$ cat src/rtl/spi_pkg.sv
// Shared types and constants for the SPI master.
package spi_pkg;

    // Transfer phases, in the order the master walks through them.
    typedef enum logic [2:0] {
        IDLE,
        SETUP,
        SHIFT,
        HOLD,
        GAP
    } spi_state_e;

    // SPI mode encodings: bit 1 is CPOL, bit 0 is CPHA.
    localparam logic [1:0] MODE0 = 2'b00;
    localparam logic [1:0] MODE1 = 2'b01;
    localparam logic [1:0] MODE2 = 2'b10;
    localparam logic [1:0] MODE3 = 2'b11;

    // Idle level of SCLK for a given mode.
    function automatic logic mode_cpol(input logic [1:0] m);
        return m[1];
    endfunction

    // Clock phase for a given mode: 0 samples on leading edges, 1 on trailing.
    function automatic logic mode_cpha(input logic [1:0] m);
        return m[0];
    endfunction

endpackage

$ cat src/rtl/spi_tick_gen.sv
// Divides clk down to one-cycle ticks, one every CLK_DIV cycles while enabled.
module spi_tick_gen #(
    parameter int CLK_DIV = 2
) (
    input  logic clk,
    input  logic reset_l,
    input  logic restart,
    input  logic enable,
    output logic tick
);

    localparam int CNT_W = (CLK_DIV > 1) ? $clog2(CLK_DIV) : 1;
    localparam logic [CNT_W-1:0] RELOAD = CNT_W'(CLK_DIV - 1);

    logic [CNT_W-1:0] cnt_q;
    logic [CNT_W-1:0] cnt_d;

    // A tick fires when the down-counter has run out.
    assign tick = enable && (cnt_q == '0);

    // Restart reloads so a new phase always gets a full tick; otherwise count down and wrap on tick.
    always_comb begin
        cnt_d = cnt_q;
        if (restart) begin
            cnt_d = RELOAD;
        end else if (enable) begin
            cnt_d = (cnt_q == '0) ? RELOAD : cnt_q - 1'b1;
        end
    end

    // Counter register.
    always_ff @(posedge clk or negedge reset_l) begin
        if (!reset_l) begin
            cnt_q <= RELOAD;
        end else begin
            cnt_q <= cnt_d;
        end
    end

endmodule

$ cat src/rtl/spi_master.sv
// Single-word SPI master with selectable mode, chip select and bit order.
module spi_master
    import spi_pkg::*;
#(
    parameter int  DATA_W    = 16,
    parameter int  NUM_CS    = 4,
    parameter int  CLK_DIV   = 2,
    parameter int  MSB_FIRST = 1,
    localparam int CS_W      = (NUM_CS > 1) ? $clog2(NUM_CS) : 1
) (
    input  logic              clk,
    input  logic              reset_l,
    input  logic              tx_valid,
    output logic              tx_ready,
    input  logic [DATA_W-1:0] tx_data,
    input  logic [CS_W-1:0]   cs_sel,
    input  logic [1:0]        mode,
    output logic [DATA_W-1:0] rx_data,
    output logic              rx_valid,
    output logic              busy,
    output logic [NUM_CS-1:0] spi_cs_l,
    output logic              spi_sclk,
    output logic              spi_mosi,
    input  logic              spi_miso
);

    // SHIFT spends two ticks per bit; this counts those half-bit ticks.
    localparam int EDGE_W = $clog2(2 * DATA_W);
    localparam logic [EDGE_W-1:0] EDGE_LAST = EDGE_W'(2 * DATA_W - 1);

    spi_state_e        state_q, state_d;
    logic [DATA_W-1:0] tx_sr_q, tx_sr_d;
    logic [DATA_W-1:0] rx_sr_q, rx_sr_d;
    logic [EDGE_W-1:0] edge_cnt_q, edge_cnt_d;
    logic              sclk_q, sclk_d;
    logic              mosi_q, mosi_d;
    logic [NUM_CS-1:0] cs_l_q, cs_l_d;
    logic [DATA_W-1:0] rx_data_q, rx_data_d;
    logic              rx_valid_q, rx_valid_d;
    logic              tx_ready_q, tx_ready_d;
    logic              cpha_q, cpha_d;

    logic              tick;
    logic              tick_en;
    logic              restart;
    logic              accept;
    logic              leading;
    logic              sample_now;
    logic              advance;
    logic [DATA_W-1:0] tx_shifted;

    // Bit presented on MOSI for the word currently in the shifter.
    function automatic logic first_bit(input logic [DATA_W-1:0] w);
        if (MSB_FIRST != 0) begin
            return w[DATA_W-1];
        end
        return w[0];
    endfunction

    // Discard the bit just sent so the next one moves to the output end.
    function automatic logic [DATA_W-1:0] shift_out(input logic [DATA_W-1:0] w);
        if (MSB_FIRST != 0) begin
            return {w[DATA_W-2:0], 1'b0};
        end
        return {1'b0, w[DATA_W-1:1]};
    endfunction

    // Append a received bit so the first bit received ends up in the first-sent position.
    function automatic logic [DATA_W-1:0] shift_in(input logic [DATA_W-1:0] w, input logic b);
        if (MSB_FIRST != 0) begin
            return {w[DATA_W-2:0], b};
        end
        return {b, w[DATA_W-1:1]};
    endfunction

    // One-hot-low chip select; an out-of-range index leaves every line high.
    function automatic logic [NUM_CS-1:0] cs_decode(input logic [CS_W-1:0] sel);
        logic [NUM_CS-1:0] r;
        r = '1;
        for (int i = 0; i < NUM_CS; i++) begin
            if (sel == CS_W'(i)) begin
                r[i] = 1'b0;
            end
        end
        return r;
    endfunction

    assign tick_en = (state_q != IDLE);
    assign accept  = tx_valid && tx_ready_q;

    spi_tick_gen #(
        .CLK_DIV (CLK_DIV)
    ) u_tick_gen (
        .clk     (clk),
        .reset_l (reset_l),
        .restart (restart),
        .enable  (tick_en),
        .tick    (tick)
    );

    // Next-state logic: sequences the phases and decides sampling and MOSI updates on each tick.
    always_comb begin
        state_d    = state_q;
        tx_sr_d    = tx_sr_q;
        rx_sr_d    = rx_sr_q;
        edge_cnt_d = edge_cnt_q;
        sclk_d     = sclk_q;
        mosi_d     = mosi_q;
        cs_l_d     = cs_l_q;
        rx_data_d  = rx_data_q;
        rx_valid_d = 1'b0;
        cpha_d     = cpha_q;
        restart    = 1'b0;
        tx_shifted = shift_out(tx_sr_q);
        leading    = ~edge_cnt_q[0];
        sample_now = leading ^ cpha_q;
        advance    = cpha_q ? (leading && (edge_cnt_q != '0))
                            : (!leading && (edge_cnt_q != EDGE_LAST));

        case (state_q)
            IDLE: begin
                if (accept) begin
                    state_d    = SETUP;
                    tx_sr_d    = tx_data;
                    rx_sr_d    = '0;
                    edge_cnt_d = '0;
                    sclk_d     = mode_cpol(mode);
                    cpha_d     = mode_cpha(mode);
                    mosi_d     = first_bit(tx_data);
                    cs_l_d     = cs_decode(cs_sel);
                    restart    = 1'b1;
                end
            end
            SETUP: begin
                if (tick) begin
                    state_d    = SHIFT;
                    edge_cnt_d = '0;
                    restart    = 1'b1;
                end
            end
            SHIFT: begin
                if (tick) begin
                    sclk_d = ~sclk_q;
                    if (sample_now) begin
                        rx_sr_d = shift_in(rx_sr_q, spi_miso);
                    end
                    if (advance) begin
                        tx_sr_d = tx_shifted;
                        mosi_d  = first_bit(tx_shifted);
                    end
                    if (edge_cnt_q == EDGE_LAST) begin
                        state_d = HOLD;
                        restart = 1'b1;
                    end else begin
                        edge_cnt_d = edge_cnt_q + 1'b1;
                    end
                end
            end
            HOLD: begin
                if (tick) begin
                    state_d    = GAP;
                    cs_l_d     = '1;
                    rx_data_d  = rx_sr_q;
                    rx_valid_d = 1'b1;
                    restart    = 1'b1;
                end
            end
            GAP: begin
                if (tick) begin
                    state_d = IDLE;
                    restart = 1'b1;
                end
            end
            default: begin
                state_d = IDLE;
            end
        endcase

        tx_ready_d = (state_d == IDLE);
    end

    // State and registered bus outputs; reset drops chip selects immediately.
    always_ff @(posedge clk or negedge reset_l) begin
        if (!reset_l) begin
            state_q    <= IDLE;
            tx_sr_q    <= '0;
            rx_sr_q    <= '0;
            edge_cnt_q <= '0;
            sclk_q     <= 1'b0;
            mosi_q     <= 1'b0;
            cs_l_q     <= '1;
            rx_data_q  <= '0;
            rx_valid_q <= 1'b0;
            tx_ready_q <= 1'b0;
            cpha_q     <= 1'b0;
        end else begin
            state_q    <= state_d;
            tx_sr_q    <= tx_sr_d;
            rx_sr_q    <= rx_sr_d;
            edge_cnt_q <= edge_cnt_d;
            sclk_q     <= sclk_d;
            mosi_q     <= mosi_d;
            cs_l_q     <= cs_l_d;
            rx_data_q  <= rx_data_d;
            rx_valid_q <= rx_valid_d;
            tx_ready_q <= tx_ready_d;
            cpha_q     <= cpha_d;
        end
    end

    assign tx_ready = tx_ready_q;
    assign busy     = (state_q != IDLE);
    assign rx_data  = rx_data_q;
    assign rx_valid = rx_valid_q;
    assign spi_cs_l = cs_l_q;
    assign spi_sclk = sclk_q;
    assign spi_mosi = mosi_q;

endmodule
$ cat config.mk
export PLATFORM = sky130hd
export DESIGN_NAME = spi_master
export DESIGN_NICKNAME = d
export VERILOG_FILES = /design/src/rtl/spi_pkg.sv /design/src/rtl/spi_tick_gen.sv /design/src/rtl/spi_master.sv
export SDC_FILE = /design/constraint.sdc
export NUM_CORES = 1
export LEC_CHECK = 0
export BUFFER_PORTS_ARGS = -buffer_cell sky130_fd_sc_hd__buf_2
export CELL_PAD_IN_SITES_DETAIL_PLACEMENT = 2
export CELL_PAD_IN_SITES_GLOBAL_PLACEMENT = 2
export CORE_MARGIN = 2
export CORE_UTILIZATION = 30
export DETAILED_ROUTE_END_ITERATION = 10
export HOLD_SLACK_MARGIN = 0.02
export PLACE_DENSITY_LB_ADDON = 0.1
export SLEW_MARGIN = 20
export SYNTH_ARGS = -nofsm -noshare
export SYNTH_HDL_FRONTEND = slang
export SYNTH_SLANG_ARGS = --single-unit
$ cat constraint.sdc
create_clock -name clk -period 2.9 [get_ports clk]
set_input_delay 0.145 -clock clk [delete_from_list [all_inputs] [get_ports clk]]
set_output_delay 0.145 -clock clk [all_outputs]
set_load 0.03 [all_outputs]
# [Word level (Yosys, flattened, before mapping)]
# Cells that the tools add are included.
[totals] ff_bits=65 romBits=0 input_bits=24 ramBits=0 latchBits=0 n_memories=0 elab_cells=110
[classes] bitwise=4 mux=55 multipliers=0 n_lt_le_gt_ge=0 n_reduce_logical=21 add_sub_neg=2 n_shift=0 div=0 eq_ne=16
[ops] cell="$mux 16" count=4
[ops] cell="$mux 15" count=3
[ops] cell="$pmux 16 s2" count=1
[ops] cell="$pmux 15 s2" count=1
[ops] cell="$mux 1" count=28
[ops] cell="$mux 5" count=4
[ops] cell="$mux 3" count=6
[ops] cell="$pmux 3 s5" count=1
[ops] cell="$pmux 5 s3" count=1
[ops] cell="$ne 2x2->1 const B" count=7
[ops] cell="$mux 4" count=2
[ops] cell="$pmux 4 s2" count=1
[ops] cell="$reduce_and 4->1" count=2
[ops] cell="$eq 3x2->1 const B" count=2
[ops] cell="$logic_not 3->1" count=2
[ops] cell="$reduce_and 3->1" count=2
[ops] cell="$reduce_bool 2->1" count=3
[ops] cell="$reduce_bool 3->1" count=2
[ops] cell="$add 5x1->5 const B" count=1
[ops] cell="$eq 5x5->1 const B" count=1
[ops] cell="$ne 5x5->1 const B" count=1
[ops] cell="$reduce_and 5->1" count=1
[ops] cell="$reduce_bool 5->1" count=1
[ops] cell="$eq 2x2->1 const B" count=2
[ops] cell="12 further kinds" count=19

# [Longest topological paths before layout]
# Gate-level depths: netlist of the first run.
[depth] ltp_word=10 depth_mapped=8

# [Cells and area by module]
# Synthesis of the first run repeated with hierarchy kept, for this count alone.
[hier_totals] cells_unflattened=253 hier_area_um2=3025.4
[by_module_without_submodules] module="spi_master" seq_area_each_um2=1606.5 n_inst=1 area_per_inst_um2=2979.1 cells_per_inst=249
[by_module_without_submodules] module="spi_tick_gen" seq_area_each_um2=26.3 n_inst=1 area_per_inst_um2=46.3 cells_per_inst=4

# [Least setup slack after synthesis of the first run]
# OpenSTA, ideal clock, no wires.
[synth_timing] path_type="reg-to-reg" startpoint="reg edge_cnt_q[0]" endpoint="reg mosi_q, in the netlist spi_mosi" path_slack_ns=0.777 period_less_slack_ns=2.123 arrival_time_ns=1.998 stages_incl_launch_ff=9 required_ns=2.775 setup_ns=0.125 path_cell_list="dfrtp_1 > ha_1 > and3_2 > ha_1 > nor2_1 > a21oi_1 > a21oi_4 > buf_12 > mux2_4"
[synth_between] elab_chain_len=5 elab_cells_between_ends=8 classes_between="2 x eq/ne; 1 x mux; 1 x bitwise; 4 x reduce/logical"
[synth_lines] item="from (decl)" line="spi_master.sv:34" text="logic [EDGE_W-1:0] edge_cnt_q, edge_cnt_d;"
[synth_lines] item="from (signal assigned)" line="spi_master.sv:200" text="edge_cnt_q <= edge_cnt_d;"
[synth_lines] item="$ne 5x5->1 (tied with other cells)" line="spi_master.sv:118" text=": (!leading && (edge_cnt_q != EDGE_LAST));"
[synth_lines] item="$logic_and 1x1->1 (on tied branches)" line="spi_master.sv:118, spi_master.sv:117"
[synth_lines] item="$mux 1 (*)" line="spi_master.sv:117" text="advance = cpha_q ? (leading && (edge_cnt_q != '0))"
[synth_lines] item="$ne 2x2->1 (no source line) (*)"
[synth_lines] item="$reduce_and 4->1 (no source line) (*)"
[synth_lines] item="to (signal assigned)" line="spi_master.sv:202" text="mosi_q <= mosi_d;"
[synth_lines] item="to (decl)" line="spi_master.sv:36" text="logic mosi_q, mosi_d;"
# Mark *: on every way between the ends. The rest lies on a longest branch, timed or not.
# A chain may end at the register's enable or synchronous reset.

# [Worst setup path in the final report of the first run]
[layout_timing] startpoint="reg edge_cnt_q[0]" endpoint="reg tx_sr_q[4]"
[layout_between] elab_chain_len=5 elab_cells_between_ends=8 classes_between="2 x eq/ne; 1 x mux; 1 x bitwise; 4 x reduce/logical"
[layout_lines] item="$ne 5x5->1 (tied with other cells)" line="spi_master.sv:118"
[layout_lines] item="$logic_and 1x1->1 (on tied branches)" line="spi_master.sv:118, spi_master.sv:117"
[layout_lines] item="$mux 1 (*)" line="spi_master.sv:117"
[layout_lines] item="$ne 2x2->1 (no source line) (*)"
[layout_lines] item="$reduce_and 4->1 (no source line) (*)"
[layout_lines] item="to (signal assigned)" line="spi_master.sv:198" text="tx_sr_q <= tx_sr_d;"
[layout_lines] item="to (decl)" line="spi_master.sv:32" text="logic [DATA_W-1:0] tx_sr_q, tx_sr_d;"
# Marks and branches as above.

==> qor.yml, run 1 <==
status:
  status: "finished, final reports clean"
die:
  fp.dieArea_um2: 10900
  die-width_um: 104
  initial_utilization_pct: 30.8
  ioPinCount: 49
  cell_rows: 36
  die-height_um: 104
  fp.coreArea_um2: 9770
worst_setup_path:
  critical_path.cell_chain: "ha_1, and3_2, ha_1, nor2_1, a21oi_1, a21oi_4, buf_4, mux2_2"
  path_buf_inv: 1
  critical_path.slowest_cell: "dfrtp_1"
  timing.reg2reg.setup_slack_ns: 0.54
  worst_path_dominant_cell_family: "adder cells"
  endpoint_kind: "flip-flop"
  criticalPathCategory: "reg2reg"
  crit_required_ns: 3.12
  crit_path_max_incr_delay_ns: 0.46
  critical_path.most_common_cell: "ha_1"
  crit_path_max_fanout: 7
  cp.arrival_ns: 2.58
  worstSetupStartpointType: "flip-flop"
yosys:
  synth_simple_gate_area_share_pct: 18.8
  postSynthAreaPerCell_um2: 10.6
  synth_fa_ha_area_share_pct: 1.25
  portion_of_netlist_area_occupied_by_mux_cells_pct: 14.9
  netlist_area_um2: 3010
  synth_top_family_by_area: "simple AND/OR/NAND/NOR gates"
  ys.warnings.count: 0
  synth-seq-cells: 65
  syn-instance-count: 285
  postSynthNetCount: 312
  compound_cell_area_share_of_the_yosys_netlist_pct: 6.73
  yosysTopAreaCellShare_pct: 49.9
  synthesized_area_fraction_occupied_by_xor_and_xnor_cells_pct: 0.291
  yosys.cell_types.count: 46
  synth_area_leader_cell: "dfrtp_1"
  synth_area_leaders: "dfrtp_1, nand2_1, mux2_2"
  synth_seq_area_share_pct: 54.2
timing:
  post-route-period-util_pct: 81.2
  final.min_clock_period_ns: 2.36
  fmax_mhz: 425
  timing_hold_violations_final: 0
  hold_ws_ns: 0.0433
  rsz_0062_raised_after_global_routing: "no"
  fin_tns_setup_ns: 0
  setup_viol: 0
  worst_skew_ns: 0.0102
  worst-slew-pin-transition_ns: 0.729
  drv_slew: 0
  slew_headroom_pct: 50.9
pwr:
  ir_worst_vdd_v: 0.000294
  power.static_leakage_uw: 0.00174
  powerDensity_nw_per_um2: 946
placed_design:
  port-buffer-count: 48
  placed_cell_area_um2: 3410
  place.detailed.hpwl_um: 4860
  place_congestion: 0.668
finish:
  layout_common_cells: "nand2_1, dfrtp_1, buf_2, mux2_2, o21ai_0"
  finalNetCount: 366
  final_common_cell: "nand2_1"
  stdcell_area_um2: 3600
  post_route_cells_drive_above_1_share_pct: 36.0
  synthToLayoutAreaGrowth_pct: 19.4
  antenna_cells_inserted: 0
drt:
  route.detailed.drc: 0
  routed_wl_um: 6880
  route.detailed.wl_per_inst_um: 14.4
  drtPass1Iterations: 4
  postRouteAntennaNets: 0
  drt_iter0_markers: 78
  vias: 2206
  post_detailed_route_via_to_cell_ratio: 4.62
clock_tree:
  clk_root_buffer_cell: "clkbuf_8"
  clock_latency_ns: 0.34
  path_clk_slew_ns: 0.08
  numCtsBuffers: 9
  clkSinkCount: 65
  cts_max_path_buffers: 2
  number_of_buffers_added_for_setup_after_cts: 0
  htreeDepth: 3
  cts_tree: "built"
grt:
  first_global_vias: 2458
  grtUsageTotal_pct: 14.1
  grt_first_pass_wirelength_um: 12300
  overflow: 0
  grt_start_max_net_pins: 33
  grt_antenna_before_repair: 0
flow_run:
  timing.max_cap.violations: 0
worst_hold_path:
  min_path_type: "in2reg"
## worst paths after layout
path                                from           to  cells after the start
max                        edge_cnt_q[0]   tx_sr_q[4]                      8
min                             spi_miso   rx_sr_q[0]                      3
max reg2reg                edge_cnt_q[0]   tx_sr_q[4]                      8
min reg2reg                  rx_data[10]  rx_data[10]                      1
max in group asynchronous        reset_l   tx_sr_q[5]                      3
min in group asynchronous        reset_l     rx_valid                      2
## per-stage QoR
step / cells / setup slack (ns) / util [%] / power, uW
2_1_floorplan: 285 / 0.777 / - / 2400
3_3_place_gp: 459 / 0.575 / 34.8 / 2740
3_5_place_dp: 459 / 0.511 / 34.8 / 2770
4_1_cts: 477 / 0.508 / 36.8 / 3480
5_1_grt: 477 / 0.401 / 36.8 / 3690
6_report: 477 / 0.545 / 36.8 / 3400
## tightest hold or removal path: stages
cell	delay [ns]
buf_2	0.10
nand2_1	0.04
o21ai_0	0.06
## sequential cells by signal, summed over array words and instances, names as in the netlist
name and count:
edge_cnt_q 5, rx_sr_q 16, spi_mosi 1, spi_sclk 1, cpha_q 1, spi_cs_l 4
tx_ready 1, state_q 3, rx_data 16, tx_sr_q 15, u_tick_gen.cnt_q 1, rx_valid 1
## cells in the mapped netlist (all sizes together)
master  number
nand2       84
dfrtp       60
mux2        36
o21ai       21
nor2        11
buf          9
inv          8
nand3        7
clkbuf       6
a21oi        5
dfstp        5
ha           3
nor3         3
and3         2
nand3b       2
nor2b        2
nor3b        2
o21a         2
or3b         2
a211o        1
a211oi       1
a31o         1
and3b        1
mux2i        1
nand2b       1
nand4        1
nor4         1
nor4b        1
nor4bb       1
o221ai       1
o31a         1
or2b         1
or4b         1
xnor2        1
## routing by layer
| metal | up-vias | track usage [%] | wire [um] |
|---|---|---|---|
| met5 | - | 0 | 0 |
| met4 | 0 | 4.34 | 84 |
| met3 | 6 | 4.07 | 240 |
| met2 | 34 | 22.5 | 3270 |
| met1 | 1109 | 18.4 | 3280 |
| li1 | 1057 | - | - |
## final cells by class
cell class,instances,area [um2]
clock inverter,7,47.5
multi-input combinational,197,1280
tap,133,166
timing repair buffer,58,320
fill,1075,6180
sequential,65,1630
inverter,8,30.0
clock buffer,9,124
## timing repair
action | CTS | global route
resized for setup | 0 | 0
hold buffers | 2 | 0
hold endpoints to repair | 26 | 0
## cells by family (layout without fill, tap and decap cells)
family                     after synthesis  count (layout)
and+or+nand+nor                        123             123
DFF                                     65              65
muxes                                   37              37
AOI/OAI and AO/OA                       33              33
buffers and inverters                   23              82
adders and majority gates                3               3
xor gates and xnor gates                 1               1
## report_power, final
| part | internal, uW | total [uW] | switching (uW) |
|---|---|---|---|
| registers | 1160 | 1380 | 218 |
| clock network | 308 | 685 | 377 |
| logic | 590 | 1340 | 752 |
Note: power is estimated with default switching activity, not from simulation.
==> run 2: changes to the inputs <==
Clock period 2.9 ns to 2.2 ns, I/O delays scaled along.
==> run 2 against run 1 <==
Net effect: die area did not move; critical path depth stayed put; cell area increased by 5.3%; core utilization grew 1.9 points; routed wire length increased by 3.2%; clock power grew 87%; global-route usage increased by 0.22 points; power increased by 47%; count of clock-buffer cells in the layout unchanged; combinational power rose by 44%; clock skew up 0.0020 ns; non-clock buffer count grew 6; highest routed layer unchanged.
==> qor.yml, run 2 (synthesized netlist as in run 1, its figures left out) <==
status:
  status: "finished, final reports clean"  # unchanged
clock_tree:
  clkSinkCount: 65  # unchanged
  cts_max_path_buffers: 2  # unchanged
  htreeDepth: 3  # unchanged
  numCtsBuffers: 9  # unchanged
  clock_latency_ns: 0.34  # about the same
  path_clk_slew_ns: 0.08  # about the same
  cts_tree: "built"  # unchanged
  clk_root_buffer_cell: "clkbuf_8"  # unchanged
worst_hold_path:
  whs_path_depth: 4  # was 3
  min_path_type: "in2reg"  # unchanged
worst_setup_path:
  worstSetupStartpointType: "flip-flop"  # unchanged
  cp-startpoint: "edge_cnt_q[0]"  # unchanged
  crit_path_max_fanout: 8  # was 7
  path_buf_inv: 1  # unchanged
  critical_path.cell_chain: "ha_1, and3_2, ha_1, nor2_1, a21oi_1, a21oi_4, buf_12, mux2_2"  # was ha_1, and3_2, ha_1, nor2_1, a21oi_1, a21oi_4, buf_4, mux2_2
  regToRegEndpoint: "tx_sr_q[2]"  # was tx_sr_q[4]
  ff2ff_path_depth: 8  # unchanged
  crit_required_ns: 2.42  # was 3.12 ns
  endpoint_kind: "flip-flop"  # unchanged
  timing.critical_path.depth: 8  # unchanged
  criticalPathCategory: "reg2reg"  # unchanged
  critical_path.most_common_cell: "ha_1"  # unchanged
  worst_path_dominant_cell_family: "adder cells"  # unchanged
  timing.reg2reg.setup_slack_ns: 0.12  # was 0.54 ns
  critical_path.slowest_cell: "dfrtp_1"  # unchanged
  crit_path_end: "tx_sr_q[2]"  # was tx_sr_q[4]
  crit-reg2reg-launch: "edge_cnt_q[0]"  # unchanged
  cp.arrival_ns: 2.30  # was 2.58 ns
  crit_path_max_incr_delay_ns: 0.40  # was 0.46 ns
finish:
  layout_common_cells: "nand2_1, dfrtp_1, buf_2, mux2_2, o21ai_0"  # unchanged
  final_common_cell: "nand2_1"  # unchanged
  finalNetCount: 372  # was 366
  antenna_cells_inserted: 0  # unchanged
  post_route_cells_drive_above_1_share_pct: 36.9  # was 36.0%
  synthToLayoutAreaGrowth_pct: 25.7  # was 19.4%
pwr:
  power.static_leakage_uw: 0.00183  # was 0.00174 uW
  powerDensity_nw_per_um2: 1320  # was 946 nW/um2
  ir_worst_vdd_v: 0.000455  # was 0.000294 V
  power_share_of_the_sequential_group_pct: 35.9  # was 40.4%
  power_switching_share_pct: 36.5  # was 39.6%
  p_comb_share_pct: 38.5  # was 39.4%
  internal_power_uw: 3180  # was 2060 uW
  switching_power_uw: 1830  # was 1350 uW
  p_clk_share_pct: 25.6  # was 20.1%
timing:
  fin_tns_setup_ns: 0  # unchanged
  drv_slew: 0  # unchanged
  rsz_0062_raised_after_global_routing: "no"  # unchanged
  slew_headroom_pct: 60.0  # was 50.9%
  worst-slew-pin-transition_ns: 0.599  # was 0.729 ns
  timing_hold_violations_final: 0  # unchanged
  setup_viol: 0  # unchanged
  post-route-period-util_pct: 94.6  # was 81.2%
  fin_ws_ns: 0.119  # was 0.545 ns
  final.min_clock_period_ns: 2.08  # was 2.36 ns
  worst_skew_ns: 0.0121  # was 0.0102 ns
  fmax_mhz: 481  # was 425 MHz
grt:
  first_global_vias: 2478  # was 2458
  grt_first_pass_wirelength_um: 12600  # was 12300 um
  grt_antenna_before_repair: 0  # unchanged
  grt_start_max_net_pins: 33  # unchanged
  grtUsageTotal_pct: 14.3  # was 14.1%
  overflow: 0  # unchanged
drt:
  post_detailed_route_via_to_cell_ratio: 4.65  # was 4.62
  routed_wl_um: 7100  # was 6880 um
  vias: 2245  # was 2206
  route.detailed.drc: 0  # unchanged
  drtPass1Iterations: 3  # was 4
  postRouteAntennaNets: 0  # unchanged
  drt_iter0_markers: 40  # was 78
  route.detailed.wl_per_inst_um: 14.7  # was 14.4 um
die:
  die-width_um: 104  # unchanged
  die-height_um: 104  # unchanged
  initial_utilization_pct: 30.8  # unchanged
  ioPinCount: 49  # unchanged
  fp.coreArea_um2: 9770  # unchanged
  fp.dieArea_um2: 10900  # unchanged
  cell_rows: 36  # unchanged
placed_design:
  port-buffer-count: 48  # unchanged
  pre_cts_ws_ns: 0.110  # was 0.511 ns
  place.detailed.hpwl_um: 4870  # was 4860 um
  place_congestion: 0.714  # was 0.668
flow_run:
  timing.max_cap.violations: 0  # unchanged
[run 2: area by class of cell]
class                   instances  area, um2
multi-input cells             197       1280
flip-flops and latches         65       1630
clock buffers                   9        124
repair buffers                 64        425
clock inverters                 7        125
inverters                       8       30.0
well taps                     133        166
fillers                      1080       5990
[run 2: worst min path at each step]
stage,startpoint,end
after global routing,tx_data[10],tx_sr_q[10]
after detailed placement,reset_l,state_q[2]
after CTS,tx_data[8],tx_sr_q[8]
after global placement,reset_l,rx_data[10]
final,tx_data[8],tx_sr_q[8]
after floorplan,reset_l,cpha_q
[run 2: power by group through the flow]
stage	registers, uW	logic, uW	clock network (uW)
final	1800	1930	1280
after global routing	1850	2150	1380
after CTS	1800	1940	1320
after detailed placement	1820	1930	0
after global placement	1810	1880	0
after floorplan	1850	1310	0
[run 2: what timing repair did]
action	in CTS	in global routing
setup endpoints to repair	0	5
hold buffers	4	0
buffers inserted	0	0
hold endpoints to repair	21	0
gates resized for setup	0	1
[run 2: worst min-delay path, delay by kind of cell]
kind,cells,cell delay [ns]
muxes,1,0.12
buffers and inverters,1,0.07
and+or+nand+nor,2,0.10
[run 2: routing by layer]
metal  GRT usage (%)  part of all wire, %
met5               0                    0
met4            4.34                 0.72
met3            3.32                  2.9
met2            23.7                   49
met1            18.5                   47
[run 2: stage by stage]
step / std cells / hold slack [ns] / area [um2] / power, uW / utilization [%]
6_report: 483 / 0.0856 / 3790 / 5010 / 38.7
5_1_grt: 483 / 0.0838 / 3790 / 5380 / 38.7
4_1_cts: 482 / 0.0722 / 3750 / 5060 / 38.4
3_5_place_dp: 462 / 0.160 / 3470 / 3740 / 35.5
3_3_place_gp: 462 / 0.155 / 3470 / 3690 / 35.5
2_1_floorplan: 285 / -0.186 / 3010 / 3160 / -
